### src/rtl/riscv_pkg.sv
// Core-wide constants shared by the RISC-V datapath blocks.
package riscv_pkg;

    localparam int          XLEN             = 32;
    localparam logic [31:0] RESET_VECTOR     = 32'h0000_0000;
    localparam int          INSTR_ALIGN_BITS = 2;

endpackage : riscv_pkg

### src/rtl/registro_pc.sv
// Program-counter register: loads the next PC when enabled, resets
// asynchronously to the boot vector, and flags misaligned PC values.
module registro_pc
    import riscv_pkg::*;
#(
    parameter int               WIDTH       = XLEN,
    parameter logic [WIDTH-1:0] RESET_VALUE = WIDTH'(RESET_VECTOR),
    parameter int               ALIGN_BITS  = INSTR_ALIGN_BITS
) (
    input  logic             clk,
    input  logic             rst_n,
    input  logic [WIDTH-1:0] entrada,
    input  logic             en,
    output logic [WIDTH-1:0] salida,
    output logic             misaligned
);

    logic [WIDTH-1:0] pc_r;

    // PC flop bank: reset to boot vector, load on en, hold on stall.
    always_ff @(posedge clk or negedge rst_n) begin
        if (!rst_n) begin
            pc_r <= RESET_VALUE;
        end else if (en) begin
            pc_r <= entrada;
        end else begin
            pc_r <= pc_r;
        end
    end

    assign salida = pc_r;

    // Status only; a misaligned PC is still stored verbatim.
    assign misaligned = |pc_r[ALIGN_BITS-1:0];

endmodule : registro_pc

### config.mk
export PLATFORM = sky130hd
export DESIGN_NAME = registro_pc
export DESIGN_NICKNAME = d
export VERILOG_FILES = /design/src/rtl/riscv_pkg.sv /design/src/rtl/registro_pc.sv
export SDC_FILE = /design/constraint.sdc
export NUM_CORES = 1
export LEC_CHECK = 0
export CAP_MARGIN = 10
export CELL_PAD_IN_SITES_DETAIL_PLACEMENT = 1
export CELL_PAD_IN_SITES_GLOBAL_PLACEMENT = 2
export CORE_ASPECT_RATIO = 0.9
export CORE_MARGIN = 2
export CORE_UTILIZATION = 28
export DETAILED_ROUTE_END_ITERATION = 6
export GPL_TIMING_DRIVEN = 0
export PLACE_DENSITY_LB_ADDON = 0.1
export SLEW_MARGIN = 10
export SYNTH_ARGS = -nofsm -noshare
export SYNTH_HDL_FRONTEND = slang
export SYNTH_SLANG_ARGS = --single-unit
export TNS_END_PERCENT = 100
### constraint.sdc
create_clock -name clk -period 1.45 [get_ports clk]
set_clock_uncertainty 0.1 [all_clocks]
set_input_delay 0.29 -clock clk [delete_from_list [all_inputs] [get_ports clk]]
set_output_delay 0.29 -clock clk [all_outputs]
set_load 0.005 [all_outputs]
### Yosys cells after proc, flatten, opt, wreduce, memory -nomap -nowiden

Index checks and enable logic that the tools add are counted.

* bitwise operators: 0
* equal/unequal tests: 0
* reductions and logical operators: 1
* shift operators: 0
* multipliers: 0
* divide/modulo/power cells: 0
* $lt $le $gt $ge: 0
* mux-type cells: 0
* $add $sub $neg: 0

Operators by type and width (number)
* $reduce_or A2 Y1: 1

* latch bits: 0
* bits in read-only memories: 0
* output and inout port bits: 33
* logic and storage cells: 2
* register bits: 32
* bits in writable memories: 0
* memories: 0

### Longest topological paths before layout

Gate-level depths: netlist (run 1).

* depth in word-level cells: 1
* depth in mapped cells: 3

### Least setup slack after synthesis (run 1)

OpenSTA, ideal clock, no wires.

* path kind: reg2out
* start point: register pc_r[1], in the netlist salida[1]
* end point: output misaligned
* slack: 0.385 ns
* path buffers: 0
* cell stages (with the launch flop): 2
* arrival: 0.675 ns
* cell sequence: dfrtp_1 -> or2_2

* word-level cells in the longest chain between the ends: 1

Ends and longest elaborated chain
* start, declared: line registro_pc.sv:18 `logic [WIDTH-1:0] pc_r;`
* start signal, assigned: line registro_pc.sv:25 `pc_r <= entrada;`
* start signal, assigned: line registro_pc.sv:27 `pc_r <= pc_r;`
* $reduce_or A2 Y1: line registro_pc.sv:34 `assign misaligned = |pc_r[ALIGN_BITS-1:0];`
* end, declared: line registro_pc.sv:15 `output logic misaligned`

Every way passes these cells.

### Worst setup path after layout (run 1)

Same ends and word-level chain as after synthesis.

==> report_table.html, run 1 <==
<table>
<tr><th>Metric</th><th>Value</th></tr>
<tr><th colspan="2">Placed design</th></tr>
<tr><td>Cell count after placement</td><td>197</td></tr>
<tr><td>Post-placement setup slack</td><td>-0.06583 ns</td></tr>
<tr><td>Post-DP HPWL</td><td>2185 µm</td></tr>
<tr><td># port buffers</td><td>66</td></tr>
<tr><td>Final estimated routing congestion in global placement</td><td>0.6270</td></tr>
<tr><td>Placed cell area</td><td>0.002085 mm²</td></tr>
<tr><th colspan="2">Global route</th></tr>
<tr><td>GR Util All Layers</td><td>0.1259</td></tr>
<tr><td>Antenna violations before repair</td><td>0</td></tr>
<tr><td>Maximum number of pins on one net before global-route repair</td><td>33</td></tr>
<tr><td>Remaining global-route overflow</td><td>0</td></tr>
<tr><td>Number of global-route vias before repair</td><td>991</td></tr>
<tr><td>Wire length of the first global-routing pass</td><td>5250 µm</td></tr>
<tr><th colspan="2">Synthesis</th></tr>
<tr><td>FF+latch count, synth</td><td>32</td></tr>
<tr><td>Synthesized instance count</td><td>69</td></tr>
<tr><td>Mean instance size in the synthesized netlist</td><td>19.58 µm²</td></tr>
<tr><td>Post-synthesis instance area</td><td>0.001351 mm²</td></tr>
<tr><td>Synth unique cells</td><td>6</td></tr>
<tr><td>Net count after synthesis</td><td>104</td></tr>
<tr><td>Total number of yosys warnings</td><td>0</td></tr>
<tr><td>Fraction of the yosys area taken by sequential cells</td><td>0.5926</td></tr>
<tr><th colspan="2">STA</th></tr>
<tr><td>Post-route fraction of the period consumed by the critical path</td><td>0.9797</td></tr>
<tr><td>Maximum achievable frequency</td><td>703.9 MHz</td></tr>
<tr><td>RSZ-0062 raised after global routing</td><td>true</td></tr>
<tr><td>Count of pins over their slew limit</td><td>0</td></tr>
<tr><td>Max-slew headroom at the worst pin</td><td>0.5231</td></tr>
<tr><td>Setup slack of the critical path after layout</td><td>0.02939 ns</td></tr>
<tr><td>Final Hold Vio Count</td><td>0</td></tr>
<tr><td>Slew at the pin closest to its max-slew limit</td><td>0.7153 ns</td></tr>
<tr><td>Minimum clock period after layout</td><td>1.421 ns</td></tr>
<tr><td>Setup Viol. Count Final</td><td>0</td></tr>
<tr><th colspan="2">Cells and area</th></tr>
<tr><td>Layout net count</td><td>186</td></tr>
<tr><td>Post-route cell area</td><td>0.002208 mm²</td></tr>
<tr><td>Max FFs per register</td><td>32</td></tr>
<tr><td>Layout cells sized above 1</td><td>0.3487</td></tr>
<tr><td>Post-layout utilization of the core</td><td>0.4857</td></tr>
<tr><td>Area grow syn2layout</td><td>63.43%</td></tr>
<tr><td>Final antenna diode count</td><td>0</td></tr>
<tr><td>Number of cells in the finished layout apart from fillers</td><td>214</td></tr>
<tr><th colspan="2">Clock tree</th></tr>
<tr><td>Total CTS buffers</td><td>5</td></tr>
<tr><td>Buffers from clock root to sink, at most</td><td>2</td></tr>
<tr><td>Worst-Skew Late Latency</td><td>0.27 ns</td></tr>
<tr><td>Clock slew at reported path FFs</td><td>0.06 ns</td></tr>
<tr><td>CTS tree</td><td>yes</td></tr>
<tr><td>Clk sinks</td><td>32</td></tr>
<tr><td>H-tree levels</td><td>2</td></tr>
<tr><td>Root Driver</td><td>sky130_fd_sc_hd__clkbuf_8</td></tr>
<tr><th colspan="2">Route</th></tr>
<tr><td>Number of antenna-violating nets in the routed design</td><td>0</td></tr>
<tr><td>Vias per cell</td><td>4.061</td></tr>
<tr><td>Final routed wire length divided by cell count</td><td>14.32 µm</td></tr>
<tr><td>Vias post-DR</td><td>869</td></tr>
<tr><td>Initial drt markers</td><td>29</td></tr>
<tr><td>Count of TritonRoute iterations in the first routing pass</td><td>3</td></tr>
<tr><td>Routed wire length</td><td>3065 µm</td></tr>
<tr><td>Number of remaining DRC errors</td><td>0</td></tr>
<tr><th colspan="2">Power and ir drop</th></tr>
<tr><td>Pwr Density</td><td>997.3 mW/mm²</td></tr>
<tr><td>Power Internal</td><td>1.711 mW</td></tr>
<tr><td>Part of the power in the clock network</td><td>0.314</td></tr>
<tr><td>Static power due to leakage</td><td>1.059 nW</td></tr>
<tr><td>VDD IR max</td><td>0.0004217 V</td></tr>
<tr><td>Switching pwr</td><td>0.4911 mW</td></tr>
<tr><td>Switching power share of the total</td><td>0.2230</td></tr>
<tr><td>Part of the power in registers</td><td>0.468</td></tr>
<tr><td>Power share of the combinational group</td><td>0.218</td></tr>
<tr><th colspan="2">Worst setup path</th></tr>
<tr><td>Highest fanout seen on the critical path</td><td>3</td></tr>
<tr><td>WP buf/inv</td><td>1</td></tr>
<tr><td>Type of the worst setup path</td><td>reg -&gt; out</td></tr>
<tr><td>CP max stage delay</td><td>0.39 ns</td></tr>
<tr><td>Arrival time of the worst setup path</td><td>1.03 ns</td></tr>
<tr><td>Capturing element type of the critical path</td><td>output pin</td></tr>
<tr><td>Cell chain of the critical path</td><td>or2_4, buf_6</td></tr>
<tr><td>Required time reported for the critical path endpoint</td><td>1.06 ns</td></tr>
<tr><td>Slowest-stage cell, CP</td><td>sky130_fd_sc_hd__dfrtp_1</td></tr>
<tr><td>Kind of cell adding the most delay to the critical path</td><td>flip-flops</td></tr>
<tr><td>Launching element type of the critical path</td><td>register</td></tr>
<tr><th colspan="2">Die</th></tr>
<tr><td>Die Wd</td><td>77.23 µm</td></tr>
<tr><td>Die Y</td><td>69.91 µm</td></tr>
<tr><td>Boundary pin count</td><td>68</td></tr>
<tr><td>Core Rows</td><td>23</td></tr>
<tr><td>Initial Util</td><td>0.2972</td></tr>
<tr><td>Die area</td><td>0.005398 mm²</td></tr>
<tr><td>Floorplan Core Area</td><td>0.004547 mm²</td></tr>
<tr><th colspan="2">Hold path</th></tr>
<tr><td>Min-Delay Path Class</td><td>in -&gt; reg</td></tr>
<tr><th colspan="2">Job</th></tr>
<tr><td>Max-Cap Viols</td><td>0</td></tr>
<tr><th colspan="2">Run status</th></tr>
<tr><td>Status</td><td>completed</td></tr>
</table>
[power by group through the flow]
stage | sequential [mW] | clock (mW) | combinational, mW
after global placement | 1.05 | 0 | 0.506
after global routing | 1.04 | 0.771 | 0.517
after detailed placement | 1.05 | 0 | 0.511
final | 1.03 | 0.692 | 0.480
after floorplan | 1.05 | 0 | 0.186
after CTS | 1.03 | 0.721 | 0.486
[logic make-up (layout without fill, tap and decap cells)]
kind of cell,count (synthesis),count (layout),share of synthesized area
AND/OR/NAND/NOR,1,1,0.004633
flip-flops,32,32,0.5926
buffers and inverters,4,87,0.05278
multiplexers,32,32,0.3500
[stage by stage]
| step | power [mW] | hold WS (ns) | TNS [ns] |
|---|---|---|---|
| after global routing | 2.331 | 0.2121 | -0.01901 |
| after CTS | 2.238 | 0.2097 | 0 |
| after floorplan | 1.239 | -0.1056 | 0 |
| after global placement | 1.552 | 0.3925 | -20.52 |
| final | 2.202 | 0.2138 | 0 |
| after detailed placement | 1.562 | 0.2938 | -0.06583 |
[final cells by class]
type                            count  area [µm²]
Tap cell                           62       77.57
Timing Repair Buffer               75       686.9
Fill cell                         494        2338
Clock buffer                        8       90.09
Multi-Input combinational cell     33       481.7
Buffer                              4       71.32
Sequential cell                    32       800.8
[cells in the final DEF, fill, tap and decap left out, drive strengths merged]
cell type      count
buf               14
clkbuf             8
clkdlybuf4s50     32
dfrtp             32
dlygate4sd2       32
dlygate4sd3        1
mux2              32
or2                1
[repair_timing]
| item | 4_1_cts | 5_1_grt |
|---|---|---|
| pin swaps | 0 | 0 |
| hold buffers | 1 | 0 |
| setup endpoints to repair | 33 | 1 |
| buffers inserted | 8 | 0 |
| gates resized for setup | 37 | 1 |
| hold endpoints to repair | 32 | 0 |
[worst register-to-register path, cell delays in order, from the launching register on]
cell                      delay (ns)
sky130_fd_sc_hd__dfrtp_1        0.39
sky130_fd_sc_hd__buf_4          0.14
sky130_fd_sc_hd__mux2_4         0.25
[Yosys cell counts]
library cell	n	area (µm²)
sky130_fd_sc_hd__dfrtp_1	32	800.8
sky130_fd_sc_hd__mux2_4	30	450.4
sky130_fd_sc_hd__buf_12	3	60.06
sky130_fd_sc_hd__mux2_2	2	22.52
sky130_fd_sc_hd__buf_6	1	11.26
sky130_fd_sc_hd__or2_2	1	6.260
[worst paths after layout]
path                       startpoint         end  slack [ns]  cells past startpoint
min in group asynchronous       rst_n  salida[22]        0.50                      2
hold / removal                     en  salida[29]        0.21                      2
setup / recovery            salida[1]  misaligned        0.03                      2
max in group asynchronous       rst_n   salida[9]        0.29                      2
setup reg to reg            salida[0]   salida[0]        0.45                      2
hold reg to reg            salida[28]  salida[28]        0.40                      1
[layer usage]
| layer | wire [µm] | share of wire | track usage | up-vias |
|---|---|---|---|---|
| met4 | 34 | 0.011 | 0.04762 | 0 |
| met3 | 253 | 0.083 | 0.04780 | 7 |
| met1 | 1300 | 0.42 | 0.1546 | 426 |
| li1 | - | - | - | 400 |
| met5 | 0 | 0 | 0 | - |
| met2 | 1477 | 0.48 | 0.2010 | 36 |
Note: power is estimated with default switching activity, not from simulation.
==> run 2, diff against run 1 <==
CORE_UTILIZATION = 23   (was 28)
CTS_CLUSTER_DIAMETER = 200   (was not set)
clock period = 1.2 ns   (was 1.45 ns; I/O delays follow)
==> report_table.html, run 2 (synthesis gave the netlist of run 1 again) <==
<table>
<tr><th>Metric</th><th>Value</th></tr>
<tr><th colspan="2">Clock tree</th></tr>
<tr><td>Worst-Skew Late Latency</td><td>0.28 ns (about the same)</td></tr>
<tr><td>Buffers from clock root to sink, at most</td><td>2 (unchanged)</td></tr>
<tr><td>H-tree levels</td><td>2 (unchanged)</td></tr>
<tr><td>CTS tree</td><td>yes</td></tr>
<tr><td>Clk sinks</td><td>32 (unchanged)</td></tr>
<tr><td>Clock slew at reported path FFs</td><td>0.07 ns (about the same)</td></tr>
<tr><td>Root Driver</td><td>sky130_fd_sc_hd__clkbuf_8</td></tr>
<tr><td>Total CTS buffers</td><td>5 (unchanged)</td></tr>
<tr><th colspan="2">Worst setup path</th></tr>
<tr><td>Cell depth of the worst flop-to-flop path</td><td>3 (+1)</td></tr>
<tr><td>CP max stage delay</td><td>0.39 ns (about the same)</td></tr>
<tr><td>Arrival time of the worst setup path</td><td>1.03 ns (about the same)</td></tr>
<tr><td>Destination of the worst register-to-register timing path</td><td>salida[1]</td></tr>
<tr><td>Kind of cell adding the most delay to the critical path</td><td>flip-flops</td></tr>
<tr><td>R2r startpoint</td><td>salida[1]</td></tr>
<tr><td>Capturing element type of the critical path</td><td>output pin</td></tr>
<tr><td>WP buf/inv</td><td>1 (unchanged)</td></tr>
<tr><td>Type of the worst setup path</td><td>reg -&gt; out</td></tr>
<tr><td>Launching element type of the critical path</td><td>register</td></tr>
<tr><td>Highest fanout seen on the critical path</td><td>2 (-1)</td></tr>
<tr><td>Slowest-stage cell, CP</td><td>sky130_fd_sc_hd__dfrtp_1</td></tr>
<tr><td>R2R setup slack</td><td>0.09 ns (-0.36 ns)</td></tr>
<tr><td>Cell chain of the critical path</td><td>or2_4, buf_6</td></tr>
<tr><td>Required time reported for the critical path endpoint</td><td>0.86 ns (-0.20 ns)</td></tr>
<tr><th colspan="2">Run status</th></tr>
<tr><td>Violated checks</td><td>hold timing, setup timing</td></tr>
<tr><td>Status</td><td>finished with violations</td></tr>
<tr><th colspan="2">Job</th></tr>
<tr><td>Max-Cap Viols</td><td>0 (unchanged)</td></tr>
<tr><th colspan="2">STA</th></tr>
<tr><td>Slew at the pin closest to its max-slew limit</td><td>0.7291 ns (+0.01384 ns)</td></tr>
<tr><td>RSZ-0062 raised after global routing</td><td>true</td></tr>
<tr><td>Final Hold Slack</td><td>-0.08537 ns (-0.2992 ns)</td></tr>
<tr><td>Maximum achievable frequency</td><td>727.4 MHz</td></tr>
<tr><td>Count of pins over their slew limit</td><td>0 (unchanged)</td></tr>
<tr><td>Minimum clock period after layout</td><td>1.375 ns</td></tr>
<tr><td>Setup slack of the critical path after layout</td><td>-0.1748 ns (-0.2042 ns)</td></tr>
<tr><td>Post-route fraction of the period consumed by the critical path</td><td>1.146</td></tr>
<tr><td>Max-slew headroom at the worst pin</td><td>0.5139 (-0.009225)</td></tr>
<tr><td>Setup Viol. Count Final</td><td>3 (+3)</td></tr>
<tr><td>Final Hold Vio Count</td><td>32 (+32)</td></tr>
<tr><th colspan="2">Die</th></tr>
<tr><td>Floorplan Core Area</td><td>0.005660 mm² (+24%)</td></tr>
<tr><td>Die Wd</td><td>84.80 µm (+9.8%)</td></tr>
<tr><td>Boundary pin count</td><td>68 (unchanged)</td></tr>
<tr><td>Core Rows</td><td>26 (+13%)</td></tr>
<tr><td>Die area</td><td>0.006505 mm² (+20%)</td></tr>
<tr><td>Initial Util</td><td>0.2387 (-0.05847)</td></tr>
<tr><td>Die Y</td><td>76.72 µm (+9.7%)</td></tr>
<tr><th colspan="2">Hold path</th></tr>
<tr><td>Min-Delay Path Class</td><td>in -&gt; async</td></tr>
<tr><th colspan="2">Power and ir drop</th></tr>
<tr><td>Pwr Density</td><td>1236 mW/mm² (+24%)</td></tr>
<tr><td>Final Total Pwr</td><td>2.712 mW (+23%)</td></tr>
<tr><td>Switching power share of the total</td><td>0.2334 (+0.01043)</td></tr>
<tr><td>Static power due to leakage</td><td>1.077 nW (+1.7%)</td></tr>
<tr><td>Switching pwr</td><td>0.6330 mW (+29%)</td></tr>
<tr><td>Part of the power in registers</td><td>0.458 (-0.010)</td></tr>
<tr><td>Part of the power in the clock network</td><td>0.315 (about the same)</td></tr>
<tr><td>Power Internal</td><td>2.079 mW (+21%)</td></tr>
<tr><td>VDD IR max</td><td>0.0005165 V (+22%)</td></tr>
<tr><td>Power share of the combinational group</td><td>0.227 (+0.009)</td></tr>
<tr><th colspan="2">Global route</th></tr>
<tr><td>Wire length of the first global-routing pass</td><td>5437 µm (+3.6%)</td></tr>
<tr><td>GR Util All Layers</td><td>0.1088 (-0.01716)</td></tr>
<tr><td>Number of global-route vias before repair</td><td>1108 (+12%)</td></tr>
<tr><td>Remaining global-route overflow</td><td>0 (unchanged)</td></tr>
<tr><td>Antenna violations before repair</td><td>0 (unchanged)</td></tr>
<tr><td>Maximum number of pins on one net before global-route repair</td><td>33 (unchanged)</td></tr>
<tr><th colspan="2">Placed design</th></tr>
<tr><td>Final estimated routing congestion in global placement</td><td>0.7289 (+16%)</td></tr>
<tr><td>Placed cell area</td><td>0.002095 mm² (+0.48%)</td></tr>
<tr><td># port buffers</td><td>66 (unchanged)</td></tr>
<tr><td>Post-DP HPWL</td><td>2178 µm (-0.36%)</td></tr>
<tr><th colspan="2">Route</th></tr>
<tr><td>Count of TritonRoute iterations in the first routing pass</td><td>2 (-1)</td></tr>
<tr><td>Routed wire length</td><td>3237 µm (+5.6%)</td></tr>
<tr><td>Vias per cell</td><td>3.983 (-1.9%)</td></tr>
<tr><td>Number of antenna-violating nets in the routed design</td><td>0 (unchanged)</td></tr>
<tr><td>Final routed wire length divided by cell count</td><td>13.95 µm (-2.6%)</td></tr>
<tr><td>Vias post-DR</td><td>924 (+6.3%)</td></tr>
<tr><td>Number of remaining DRC errors</td><td>0 (unchanged)</td></tr>
<tr><td>Initial drt markers</td><td>18 (-38%)</td></tr>
<tr><th colspan="2">Cells and area</th></tr>
<tr><td>Commonest cells after routing, fill and taps aside</td><td>sky130_fd_sc_hd__clkdlybuf4s50_1 (32), sky130_fd_sc_hd__dfrtp_1 (32), sky130_fd_sc_hd__buf_2 (31)</td></tr>
<tr><td>Final-layout fill cell count</td><td>626 (+27%)</td></tr>
<tr><td>Area grow syn2layout</td><td>62.31%</td></tr>
<tr><td>Layout net count</td><td>196 (+5.4%)</td></tr>
<tr><td>Layout cells sized above 1</td><td>0.6049 (+0.2563)</td></tr>
<tr><td>Final antenna diode count</td><td>0 (unchanged)</td></tr>
<tr><td>Post-route cell area</td><td>0.002193 mm² (-0.68%)</td></tr>
<tr><td>Max FFs per register</td><td>32 (unchanged)</td></tr>
</table>
==> run 2: cell count changes in the layout (fill, tap and decap cells not counted), sizes merged <==
cell,before,now
clkbuf,8,6
dlygate4sd3,1,0
dlygate4sd2,32,0
clkinv,0,2
buf,14,57
==> run 2: worst reg2reg max path, delay by kind of cell (launching register included) <==
family | cells | cell delay [ns]
mux | 1 | 0.26
buf+inv | 2 | 0.24
flops | 1 | 0.39
==> run 2: stage by stage <==
step	TNS (ns)	std cells	hold slack, ns	setup slack (ns)	util
2_1_floorplan	0	69	-0.1556	0.1848	-
3_3_place_gp	-28.49	205	0.3926	-0.8837	0.3709
3_5_place_dp	-0.2668	205	0.2593	-0.2545	0.3700
4_1_cts	-0.3851	233	-0.05688	-0.1762	0.3888
5_1_grt	-0.3571	232	-0.04001	-0.2023	0.3875
6_report	-0.2585	232	-0.08537	-0.1748	0.3875
==> run 2: per-layer routing <==
| layer | vias to the layer above | share of wire | track usage | wire, µm |
|---|---|---|---|---|
| met1 | 466 | 0.38 | 0.1243 | 1244 |
| met4 | 0 | 0.014 | 0.05238 | 44 |
| met5 | - | 0 | 0 | 0 |
| met3 | 5 | 0.076 | 0.04198 | 246 |
| met2 | 35 | 0.53 | 0.1780 | 1701 |
| li1 | 418 | - | - | - |
==> run 2: cell type report <==
type                    count  area [µm²]  area share
flip-flops and latches     32       800.8      0.3651
repair buffers             85       659.4      0.3006
multi-input cells          33       481.7      0.2196
well taps                  70       87.58     0.03993
clock buffers               6       82.58     0.03765
plain buffers               4       71.32     0.03252
clock inverters             2       10.01    0.004564
==> run 2: power groups by stage <==
stage / Sequential, mW / Combinational, mW / Clock, mW
3_5_place_dp: 1.27 / 0.616 / 0
4_1_cts: 1.24 / 0.634 / 0.908
3_3_place_gp: 1.26 / 0.612 / 0
2_1_floorplan: 1.27 / 0.225 / 0
5_1_grt: 1.26 / 0.665 / 0.959
6_report: 1.24 / 0.615 / 0.855
==> run 2: worst max path at each step <==
stage                  to       from  cells after the start  slack, ns
2_1_floorplan  misaligned  salida[1]                      1       0.18
3_3_place_gp   salida[21]      rst_n                      1      -0.88
3_5_place_dp   misaligned  salida[1]                      2      -0.25
4_1_cts        misaligned  salida[0]                      2      -0.18
5_1_grt        misaligned  salida[1]                      2      -0.20
6_report       misaligned  salida[1]                      2      -0.17
==> run 2: timing repair <==
item / in CTS / in global routing
setup endpoints to repair: 33 / 3
hold endpoints to repair: 32 / 32
gates resized for setup: 138 / 1
pin swaps: 1 / 1
buffers inserted: 20 / 0
